**config.mk**
```make
export PLATFORM = sky130hd
export DESIGN_NAME = booth_div_restoring
export DESIGN_NICKNAME = d
export VERILOG_FILES = /design/src/rtl/booth_div_restoring_pkg.sv /design/src/rtl/booth_div_restoring_div_ctrl_fsm.sv /design/src/rtl/booth_div_restoring.sv
export SDC_FILE = /design/constraint.sdc
export NUM_CORES = 1
export LEC_CHECK = 0
export BUFFER_PORTS_ARGS = -buffer_cell sky130_fd_sc_hd__buf_2
export CORE_ASPECT_RATIO = 1.5
export CORE_MARGIN = 2
export CORE_UTILIZATION = 46
export CTS_CLUSTER_DIAMETER = 150
export DETAILED_ROUTE_END_ITERATION = 8
export PLACE_DENSITY = 0.63
export SLEW_MARGIN = 20
export SYNTH_ARGS = -nofsm -noshare
export SYNTH_HDL_FRONTEND = slang
export SYNTH_HIERARCHICAL = 1
export SYNTH_SLANG_ARGS = --single-unit
```
**constraint.sdc**
```tcl
create_clock -name clk_i -period 8 [get_ports clk_i]
set_clock_uncertainty 0.05 [all_clocks]
set_input_delay 1.2 -clock clk_i [delete_from_list [all_inputs] [get_ports clk_i]]
set_output_delay 1.2 -clock clk_i [all_outputs]
set_load 0.01 [all_outputs]
```
**src/rtl/booth_div_restoring_pkg.sv**
```systemverilog
// Shared definitions for the restoring divider: default widths and the controller state encoding.
package booth_div_restoring_pkg;

    localparam int DEF_N     = 32;
    localparam int DEF_CNT_W = 6;

    typedef enum logic [2:0] {
        S_IDLE  = 3'd0,
        S_SETUP = 3'd1,
        S_ITER  = 3'd2,
        S_FIX   = 3'd3,
        S_DONE  = 3'd4
    } state_t;

endpackage

```
**src/rtl/booth_div_restoring_div_ctrl_fsm.sv**
```systemverilog
// Sequencing controller for the restoring divider; decodes the state into one-hot datapath strobes.
//   state | meaning
//   IDLE  | waiting for start; operands latched on the accepting edge
//   SETUP | take magnitudes, load A/Q/M/cnt, or short-circuit div-by-zero/overflow
//   ITER  | one shift/subtract/restore step per cycle, N cycles
//   FIX   | apply result signs and write the output registers
//   DONE  | one-cycle done pulse
module div_ctrl_fsm
    import booth_div_restoring_pkg::*;
(
    input  logic clk_i,
    input  logic reset_i,
    input  logic start_i,
    input  logic div_zero_i,
    input  logic ovf_i,
    input  logic cnt_last_i,
    output logic ld_ops_o,
    output logic init_o,
    output logic step_o,
    output logic fix_o,
    output logic busy_o,
    output logic done_o
);

    state_t state_q, state_d;

    always_ff @(posedge clk_i) begin
        if (reset_i) begin
            state_q <= S_IDLE;
        end else begin
            state_q <= state_d;
        end
    end

    always_comb begin
        state_d  = S_IDLE;
        ld_ops_o = 1'b0;
        init_o   = 1'b0;
        step_o   = 1'b0;
        fix_o    = 1'b0;
        busy_o   = 1'b0;
        done_o   = 1'b0;
        case (state_q)
            S_IDLE: begin
                if (start_i) begin
                    ld_ops_o = 1'b1;
                    state_d  = S_SETUP;
                end else begin
                    state_d  = S_IDLE;
                end
            end
            S_SETUP: begin
                init_o  = 1'b1;
                busy_o  = 1'b1;
                state_d = (div_zero_i || ovf_i) ? S_DONE : S_ITER;
            end
            S_ITER: begin
                step_o  = 1'b1;
                busy_o  = 1'b1;
                state_d = cnt_last_i ? S_FIX : S_ITER;
            end
            S_FIX: begin
                fix_o   = 1'b1;
                busy_o  = 1'b1;
                state_d = S_DONE;
            end
            S_DONE: begin
                done_o  = 1'b1;
                state_d = S_IDLE;
            end
            default: state_d = S_IDLE;
        endcase
    end

endmodule

```
**src/rtl/booth_div_restoring.sv**
```systemverilog
// Sequential restoring divider with RISC-V DIV/DIVU/REM/REMU semantics.
// Holds the A/Q/M/counter datapath and the result registers; sequencing lives in div_ctrl_fsm.
module booth_div_restoring
    import booth_div_restoring_pkg::*;
#(
    parameter int N     = DEF_N,
    parameter int CNT_W = DEF_CNT_W
) (
    input  logic         clk_i,
    input  logic         reset_i,
    input  logic         start_i,
    input  logic         is_signed_i,
    input  logic [N-1:0] dividend_i,
    input  logic [N-1:0] divisor_i,
    output logic [N-1:0] quotient_o,
    output logic [N-1:0] remainder_o,
    output logic         busy_o,
    output logic         done_o
);

    localparam logic [N-1:0] MIN_VAL = {1'b1, {(N-1){1'b0}}};

    logic             ld_ops, init, step, fix;
    logic             div_zero, ovf, cnt_last;

    logic [N-1:0]     dd_q, dd_d, dv_q, dv_d;
    logic             sgn_q, sgn_d;
    logic [N-1:0]     a_q, a_d, q_q, q_d, m_q, m_d;
    logic [CNT_W-1:0] cnt_q, cnt_d;
    logic             negq_q, negq_d, negr_q, negr_d;
    logic [N-1:0]     quot_q, quot_d, rem_q, rem_d;

    logic             dd_neg, dv_neg;
    logic [N-1:0]     dd_abs, dv_abs;
    logic [N:0]       a_sh, diff;
    logic [N-1:0]     q_sh;

    div_ctrl_fsm u_ctrl (
        .clk_i      (clk_i),
        .reset_i    (reset_i),
        .start_i    (start_i),
        .div_zero_i (div_zero),
        .ovf_i      (ovf),
        .cnt_last_i (cnt_last),
        .ld_ops_o   (ld_ops),
        .init_o     (init),
        .step_o     (step),
        .fix_o      (fix),
        .busy_o     (busy_o),
        .done_o     (done_o)
    );

    assign div_zero = (dv_q == '0);
    assign ovf      = sgn_q && (dd_q == MIN_VAL) && (dv_q == '1);
    assign cnt_last = (cnt_q == CNT_W'(1));

    assign dd_neg = sgn_q & dd_q[N-1];
    assign dv_neg = sgn_q & dv_q[N-1];
    assign dd_abs = dd_neg ? -dd_q : dd_q;
    assign dv_abs = dv_neg ? -dv_q : dv_q;

    // The partial remainder is always below M, so it is stored in N bits; the
    // shifted value needs the extra bit so the subtraction borrow lands in diff[N].
    assign a_sh = {a_q, q_q[N-1]};
    assign q_sh = {q_q[N-2:0], 1'b0};
    assign diff = a_sh - {1'b0, m_q};

    always_comb begin
        dd_d   = dd_q;
        dv_d   = dv_q;
        sgn_d  = sgn_q;
        a_d    = a_q;
        q_d    = q_q;
        m_d    = m_q;
        cnt_d  = cnt_q;
        negq_d = negq_q;
        negr_d = negr_q;
        quot_d = quot_q;
        rem_d  = rem_q;

        if (ld_ops) begin
            dd_d  = dividend_i;
            dv_d  = divisor_i;
            sgn_d = is_signed_i;
        end

        if (init) begin
            a_d    = '0;
            q_d    = dd_abs;
            m_d    = dv_abs;
            cnt_d  = CNT_W'(N);
            negq_d = dd_neg ^ dv_neg;
            negr_d = dd_neg;
            if (div_zero) begin
                quot_d = '1;
                rem_d  = dd_q;
            end else if (ovf) begin
                quot_d = MIN_VAL;
                rem_d  = '0;
            end
        end

        if (step) begin
            cnt_d = cnt_q - CNT_W'(1);
            if (!diff[N]) begin
                a_d = diff[N-1:0];
                q_d = {q_sh[N-1:1], 1'b1};
            end else begin
                a_d = a_sh[N-1:0];
                q_d = q_sh;
            end
        end

        if (fix) begin
            quot_d = negq_q ? -q_q : q_q;
            rem_d  = negr_q ? -a_q : a_q;
        end
    end

    always_ff @(posedge clk_i) begin
        if (reset_i) begin
            dd_q   <= '0;
            dv_q   <= '0;
            sgn_q  <= 1'b0;
            a_q    <= '0;
            q_q    <= '0;
            m_q    <= '0;
            cnt_q  <= '0;
            negq_q <= 1'b0;
            negr_q <= 1'b0;
            quot_q <= '0;
            rem_q  <= '0;
        end else begin
            dd_q   <= dd_d;
            dv_q   <= dv_d;
            sgn_q  <= sgn_d;
            a_q    <= a_d;
            q_q    <= q_d;
            m_q    <= m_d;
            cnt_q  <= cnt_d;
            negq_q <= negq_d;
            negr_q <= negr_d;
            quot_q <= quot_d;
            rem_q  <= rem_d;
        end
    end

    assign quotient_o  = quot_q;
    assign remainder_o = rem_q;

endmodule

```
==> out/results.tsv, run 1 <==
stage	metric	value	unit
min_path	end of the worst hold path	remainder_o[29]	
routing	total via count in the routed design	12214	
setup_path	critical path's largest stage delay	610	ps
setup_path	register-to-register setup slack	4070	ps
die	die width	144.5	um
setup_path	cell class contributing the biggest share of worst-path delay	simple AND/OR/NAND/NOR gates	
die	number of I/O pins	134	
setup_path	Setup crit end kind	flop	
setup_path	launching element type of the critical path	flop	
yosys	post-synthesis async set-or-reset flop share	0	%
routing	DR WL/cell	17.85	um
pwr	portion of total power attributed to sequential cells	39.6	%
global_route	first-pass GRT wire length	61970	um
yosys	post-synth cell types	68	
cells_and_area	commonest non-fill, non-tap cells in the layout	273 x sky130_fd_sc_hd__nor2_1, 236 x sky130_fd_sc_hd__dfxtp_1, 132 x sky130_fd_sc_hd__buf_2	
clock_tree	hold_buf cts	0	
place	Port-buffer cells	133	
setup_path	worst path bufs/invs	1	
routing	count of routing violations after the opening detailed-route iteration	655	
die	y dimension of the die	214.8	um
min_path	WHS Path Cells	2	
global_route	GRT Total Usage	24.89	%
cells_and_area	final layout net count	1868	
sta	shortest clock period the worst path allows after layout	3930	ps
setup_path	source of the worst register-to-register timing path	dv_q[6]	
clock_tree	clock sink count	236	
setup_path	top fanout value on the critical path	47	
pwr	share of total power in the clock network	36.6	%
min_path	worst hold start	remainder_o[29]	
yosys	cell area after synthesis	13620	um2
sta	Final Hold Fails	0	
clock_tree	root buffer cell	sky130_fd_sc_hd__clkbuf_16	
clock_tree	post-cts sizing count	0	
sta	setup repair after global routing missed its margin	false	
yosys	Post-Synthesis Net Count	1802	
setup_path	CP Data Required Time	8400	ps
sta	worst-case hold slack	414.4	ps
setup_path	Crit Path Category	flop to flop	
pwr	net switching power	1.070	mW
global_route	number of global-route vias before repair	11534	
setup_path	R2R cell count	10	
die	initial core utilization	46.51	%
yosys	number of synthesized flops with an enable pin	0	
yosys	Post-Synthesis Cells	1694	
routing	drt total wl	38790	um
sta	Final TNS setup	0	ps
pwr	sw frac	31.39	%
pwr	Max rail drop VDD	0.1760	mV
sta	maximum clock frequency	254.4	MHz
cells_and_area	filler cell count	2850	
clock_tree	H-tree depth	1	
yosys	Primary FF master, synth	sky130_fd_sc_hd__dfxtp_1	
pwr	Pwr Density	221.9	nW/um2
sta	Max-slew headroom	30.55	%
die	standard-cell rows	77	
cells_and_area	fraction of final layout cells sized beyond drive strength 1	12.37	%
setup_path	data arrival time of the worst path	4330	ps
setup_path	Critical Path, Cell by Cell	or4_1 -> nor4_2 -> nand2_1 -> nor2_4 -> nor4b_4 -> o21ai_1 -> nand2b_2 -> buf_4 -> nor2_1 -> a211oi_1	
job	Max-cap violations	0	
clock_tree	total clock buffers created by CTS	25	
status	outcome	completed	
cells_and_area	area growth from synthesis to layout	12.75	%
global_route	number of antenna violations at the first check in global routing	0	
pwr	Power Internal	2.338	mW
global_route	maximum number of pins on one net before global-route repair	78	
setup_path	RR Endpoint	quotient_o[31]	
clock_tree	maximum buffer depth of the clock tree	3	
routing	number of vias per cell after detailed routing	5.621	
pwr	relative contribution of combinational cells to total power	23.8	%
yosys	sequential fraction of the synthesis area	34.68	%
clock_tree	Worst-Skew Late Latency	560	ps
cells_and_area	antenna cell count	0	
sta	period utilization	49.13	%
place	routability-driven placement congestion ratio	0.8986	
die	total core area	29290	um2
yosys	Synth warnings	6	
routing	drc violations	0	
min_path	path class of the lowest-slack min-delay path	flop to flop	
global_route	total overflow reported by the global router	0	
setup_path	Crit-path slowest cell	sky130_fd_sc_hd__or4_1	
sta	Final Setup Violations	0	
clock_tree	post-CTS clock slew at the launch and capture registers of the worst setup and hold paths	60	ps
pwr	leakage dissipation	6.072	nW
routing	antenna-violating nets left	0	
sta	transition time at the pin with the least slew margin	1040	ps
clock_tree	Setup Fix Bufs, Post-CTS	0	
cells_and_area	commonest non-fill, non-tap cell in the layout	sky130_fd_sc_hd__nor2_1	
routing	First-pass DRT Iterations	5	
die	die area	31030	um2
yosys	Avg Cell Area, Syn	8.041	um2
place	detailed placement HPWL	29090	um
clock_tree	CTS tree	done	
sta	number of max-slew violations in the final report	0	
yosys	Seq cells post-synth	236	
[logic make-up (layout without fill, tap and decap cells)]
kind of cell | count (synthesis) | after routing | share of synthesized area [%]
adders and majority gates | 40 | 40 | 3.729
and+or+nand+nor | 594 | 594 | 20.26
buffers and inverters | 172 | 256 | 5.180
xor gates and xnor gates | 134 | 134 | 8.616
muxes | 102 | 102 | 7.495
AOI/OAI and AO/OA | 416 | 416 | 20.03
DFF | 236 | 236 | 34.68
[synth_stat cells, types with 7 or more instances]
cell type                  count  area share (%)
sky130_fd_sc_hd__a211oi_1     54             3.0
sky130_fd_sc_hd__a21o_1        8            0.44
sky130_fd_sc_hd__a21oi_1     129             4.7
sky130_fd_sc_hd__a221oi_1     21             1.4
sky130_fd_sc_hd__a221oi_2      7            0.77
sky130_fd_sc_hd__a311oi_1     10            0.64
sky130_fd_sc_hd__a31oi_1       9            0.41
sky130_fd_sc_hd__buf_4         7            0.39
sky130_fd_sc_hd__clkbuf_1     91             2.5
sky130_fd_sc_hd__dfxtp_1     236              35
sky130_fd_sc_hd__ha_1         39             3.6
sky130_fd_sc_hd__inv_1        60             1.7
sky130_fd_sc_hd__mux2i_1     102             7.5
sky130_fd_sc_hd__nand2_1      97             2.7
sky130_fd_sc_hd__nand2b_1     18            0.83
sky130_fd_sc_hd__nand3_1      17            0.62
sky130_fd_sc_hd__nand4_1      17            0.78
sky130_fd_sc_hd__nor2_1      275             7.6
sky130_fd_sc_hd__nor2b_1      13            0.60
sky130_fd_sc_hd__nor3_1       80             2.9
sky130_fd_sc_hd__nor4_1       14            0.64
sky130_fd_sc_hd__o211ai_1     11            0.61
sky130_fd_sc_hd__o21ai_0      87             3.2
sky130_fd_sc_hd__o31ai_1      28             1.5
sky130_fd_sc_hd__o41ai_1      16             1.0
sky130_fd_sc_hd__or3_1        15            0.69
sky130_fd_sc_hd__or4_1        17            0.94
sky130_fd_sc_hd__xnor2_1      92             5.9
sky130_fd_sc_hd__xor2_1       42             2.7
[state kept, by name, indices dropped and copies added (netlist names)]
name / count
quotient_o: 32
remainder_o: 32
sgn_q: 1
negr_q: 1
dv_q: 32
u_ctrl/state_q: 3
cnt_q: 6
dd_q: 32
q_q: 32
a_q: 32
negq_q: 1
m_q: 32
[per-stage QoR]
| stage | worst slack (ps) | cells | power [mW] | area, um2 | utilization (%) |
|---|---|---|---|---|---|
| final | 4070 | 2173 | 3.407 | 15360 | 52.44 |
| after global routing | 3807 | 2173 | 3.586 | 15360 | 52.44 |
| after CTS | 4041 | 2172 | 3.433 | 15350 | 52.41 |
| after detailed placement | 4076 | 2127 | 2.181 | 14470 | 49.41 |
| after global placement | 4160 | 2127 | 2.169 | 14470 | 49.41 |
| after floorplan | 4927 | 1694 | 1.974 | 13620 | - |
[power by group through the flow]
stage / sequential, mW / clock, mW / combinational (mW)
3_5_place_dp: 1.37 / 0 / 0.807
6_report: 1.35 / 1.25 / 0.811
2_1_floorplan: 1.34 / 0 / 0.636
4_1_cts: 1.35 / 1.27 / 0.811
3_3_place_gp: 1.37 / 0 / 0.797
5_1_grt: 1.36 / 1.32 / 0.903
[tightest hold or removal path, delay by kind of cell (launching register included)]
kind               cells  cell delay (ps)
DFF                    1              320
AOI/OAI and AO/OA      1               50
and+or+nand+nor        1               50
[layout make-up]
type                            instances  area, um2  area share (%)
Clock buffer                           35      713.2           4.644
Clock inverter                         10      165.2           1.075
Multi-Input combinational cell       1286       8233           53.60
Sequential cell                       236       4725           30.76
Inverter                               61      229.0           1.491
Tap cell                              395      494.2           3.218
Timing Repair Buffer                  150      799.5           5.206
[how the worst max path moves through the flow]
stage	depth (start not counted)	endpoint	startpoint
global route	10	quotient_o[31]	dv_q[6]
global placement	8	remainder_o[30]	dv_q[6]
detailed placement	8	remainder_o[16]	dv_q[6]
finish	10	quotient_o[31]	dv_q[6]
CTS	8	remainder_o[26]	dv_q[6]
floorplan	14	a_q[2]	q_q[31]
[per-layer routing]
layer	global-route usage, %	up-vias	wire length [um]
met3	2.518	94	1334
met5	0	-	0
met2	46.45	264	20310
met4	12.14	0	2032
li1	-	6186	-
met1	27.48	5670	15110
Power figures use the tool's default switching activity.
==> run 2, diff against run 1 <==
==> constraint.sdc (replaced) <==
create_clock -name clk_i -period 3.8 [get_ports clk_i]
set_clock_uncertainty 0.05 [all_clocks]
set_input_delay 0.57 -clock clk_i [delete_from_list [all_inputs] [get_ports clk_i]]
set_output_delay 0.57 -clock clk_i [all_outputs]
set_load 0.01 [all_outputs]
==> run 2 against run 1 <==
Against the previous run: first-iteration DRC count down 0.31%; utilization grew 0.73 points; critical path depth rose by 2; sequential cell count is the same; worst setup slack worse by 3600 ps.
==> out/results.tsv, run 2 (synthesis results as in run 1) <==
stage	metric	value	unit	change
sta	worst-case hold slack	200.1	ps	was 414.4 ps
clock_tree	Worst-Skew Late Latency	550	ps	was 560 ps
die	standard-cell rows	77		unchanged
die	number of I/O pins	134		unchanged
place	detailed placement HPWL	29250	um	was 29090 um
clock_tree	post-cts sizing count	0		unchanged
routing	top routing layer in use	met4		unchanged
routing	length of routed met3 wiring	1294	um	was 1334 um
clock_tree	post-CTS clock slew at the launch and capture registers of the worst setup and hold paths	60	ps	about the same
cells_and_area	Core Util, Final	53.17	%	was 52.44%
global_route	total overflow reported by the global router	0		unchanged
routing	drt total wl	39290	um	was 38790 um
clock_tree	hold_buf cts	0		unchanged
routing	total via count in the routed design	12311		was 12214
clock_tree	CTS tree	done		unchanged
place	Port-buffer cells	133		unchanged
setup_path	Setup crit end kind	flop		unchanged
global_route	number of antenna violations at the first check in global routing	0		unchanged
cells_and_area	fraction of final layout cells sized beyond drive strength 1	13.40	%	was 12.37%
die	total core area	29290	um2	unchanged
cells_and_area	commonest non-fill, non-tap cell in the layout	sky130_fd_sc_hd__nor2_1		unchanged
min_path	path class of the lowest-slack min-delay path	input port to flop		was flop to flop
routing	amount of wire on met2 after detailed routing	19930	um	was 20310 um
job	Max-cap violations	0		unchanged
routing	count of routing violations after the opening detailed-route iteration	653		was 655
global_route	first-pass GRT wire length	62320	um	was 61970 um
die	die area	31030	um2	unchanged
setup_path	CP Data Required Time	4170	ps	was 8400 ps
die	die width	144.5	um	unchanged
routing	DR WL/cell	17.91	um	was 17.85 um
clock_tree	clock sink count	236		unchanged
sta	number of max-slew violations in the final report	0		unchanged
routing	antenna-violating nets left	0		unchanged
routing	number of vias per cell after detailed routing	5.611		was 5.621
status	outcome	completed		unchanged
setup_path	data arrival time of the worst path	3680	ps	was 4330 ps
clock_tree	maximum buffer depth of the clock tree	3		unchanged
die	initial core utilization	46.51	%	unchanged
sta	transition time at the pin with the least slew margin	1083	ps	was 1040 ps
cells_and_area	count of non-filler cells in the finished layout	2194		was 2173
routing	Met1 Routed Length	15370	um	was 15110 um
place	Post-DP Area	14730	um2	was 14470 um2
setup_path	launching element type of the critical path	flop		unchanged
routing	First-pass DRT Iterations	5		unchanged
sta	maximum clock frequency	301.9	MHz	was 254.4 MHz
clock_tree	H-tree depth	1		unchanged
global_route	number of global-route vias before repair	11714		was 11534
place	Post-Place Cells	2151		was 2127
pwr	leakage dissipation	6.202	nW	was 6.072 nW
routing	drc violations	0		unchanged
sta	setup repair after global routing missed its margin	false		unchanged
clock_tree	Setup Fix Bufs, Post-CTS	0		unchanged
sta	shortest clock period the worst path allows after layout	3312	ps	was 3930 ps
sta	slack of the critical path	487.9	ps	was 4070 ps
cells_and_area	post-route cell area	15570	um2	was 15360 um2
place	routability-driven placement congestion ratio	0.9474		was 0.8986
pwr	total power	7.182	mW	was 3.407 mW
cells_and_area	area growth from synthesis to layout	14.33	%	was 12.75%
global_route	maximum number of pins on one net before global-route repair	133		was 78
setup_path	top fanout value on the critical path	16		was 47
sta	Final TNS setup	0	ps	unchanged
sta	period utilization	87.16	%	was 49.13%
clock_tree	total clock buffers created by CTS	25		unchanged
setup_path	Critical Path, Cell by Cell	inv_1 -> ha_1 -> fa_1 -> nand2b_1 -> a21oi_1 -> o21a_1 -> a211o_1 -> o211ai_1 -> and3_1 -> a311o_2 -> buf_4 -> a221o_1		was or4_1 -> nor4_2 -> nand2_1 -> nor2_4 -> nor4b_4 -> o21ai_1 -> nand2b_2 -> buf_4 -> nor2_1 -> a211oi_1
pwr	Pwr Density	461.2	nW/um2	was 221.9 nW/um2
place	pre-CTS worst setup slack	518.9	ps	was 4076 ps
setup_path	critical path's largest stage delay	390	ps	was 610 ps
cells_and_area	commonest non-fill, non-tap cells in the layout	273 x sky130_fd_sc_hd__nor2_1, 236 x sky130_fd_sc_hd__dfxtp_1, 132 x sky130_fd_sc_hd__buf_2		unchanged
setup_path	Crit Path Category	flop to flop		unchanged
clock_tree	root buffer cell	sky130_fd_sc_hd__clkbuf_16		unchanged
sta	Max-slew headroom	27.40	%	was 30.55%
sta	Final Hold Fails	0		unchanged
pwr	Max rail drop VDD	0.3648	mV	was 0.1760 mV
cells_and_area	final layout net count	1891		was 1868
setup_path	Crit-path slowest cell	sky130_fd_sc_hd__a311o_2		was sky130_fd_sc_hd__or4_1
sta	Final Setup Violations	0		unchanged
global_route	GRT Total Usage	25.17	%	was 24.89%
cells_and_area	antenna cell count	0		unchanged
die	y dimension of the die	214.8	um	unchanged
cells_and_area	filler cell count	2914		was 2850
==> run 2: path summary, 6_finish.rpt <==
check,startpoint,endpoint,slack (ps),cells after the start
worst min register to register,remainder_o[29],remainder_o[29],420,2
worst min-delay path,divisor_i[7],dv_q[7],200,3
worst max-delay path,q_q[31],a_q[26],490,12
worst max register to register,q_q[31],a_q[26],490,12
==> run 2: where the power goes <==
group          internal (mW)  total (mW)  switching, mW
clock network           1.52        2.56           1.04
logic                  0.759        1.80           1.04
registers               2.63        2.83          0.203
==> run 2: area by class of cell <==
cell class                      instances  area, um2  area share (%)
Timing Repair Buffer                  173       1047           6.724
Tap cell                              395      494.2           3.173
Sequential cell                       236       4725           30.34
Clock inverter                          8      118.9          0.7632
Inverter                               61      229.0           1.470
Clock buffer                           35      723.2           4.644
Multi-Input combinational cell       1286       8237           52.89
==> run 2: worst max-delay path: cells and delay by family, from the launching register on <==
family	cells	cell delay [ps]
AOI/OAI and AO/OA	6	1550
DFF	1	310
and+or+nand+nor	2	350
buffers and inverters	2	310
adders and majority gates	2	620
==> run 2: routing by layer <==
| layer | global-route usage, % | up-vias |
|---|---|---|
| met5 | 0 | - |
| met4 | 15.89 | 0 |
| met3 | 2.562 | 96 |
| met2 | 45.39 | 262 |
| met1 | 27.59 | 5727 |
| li1 | - | 6226 |
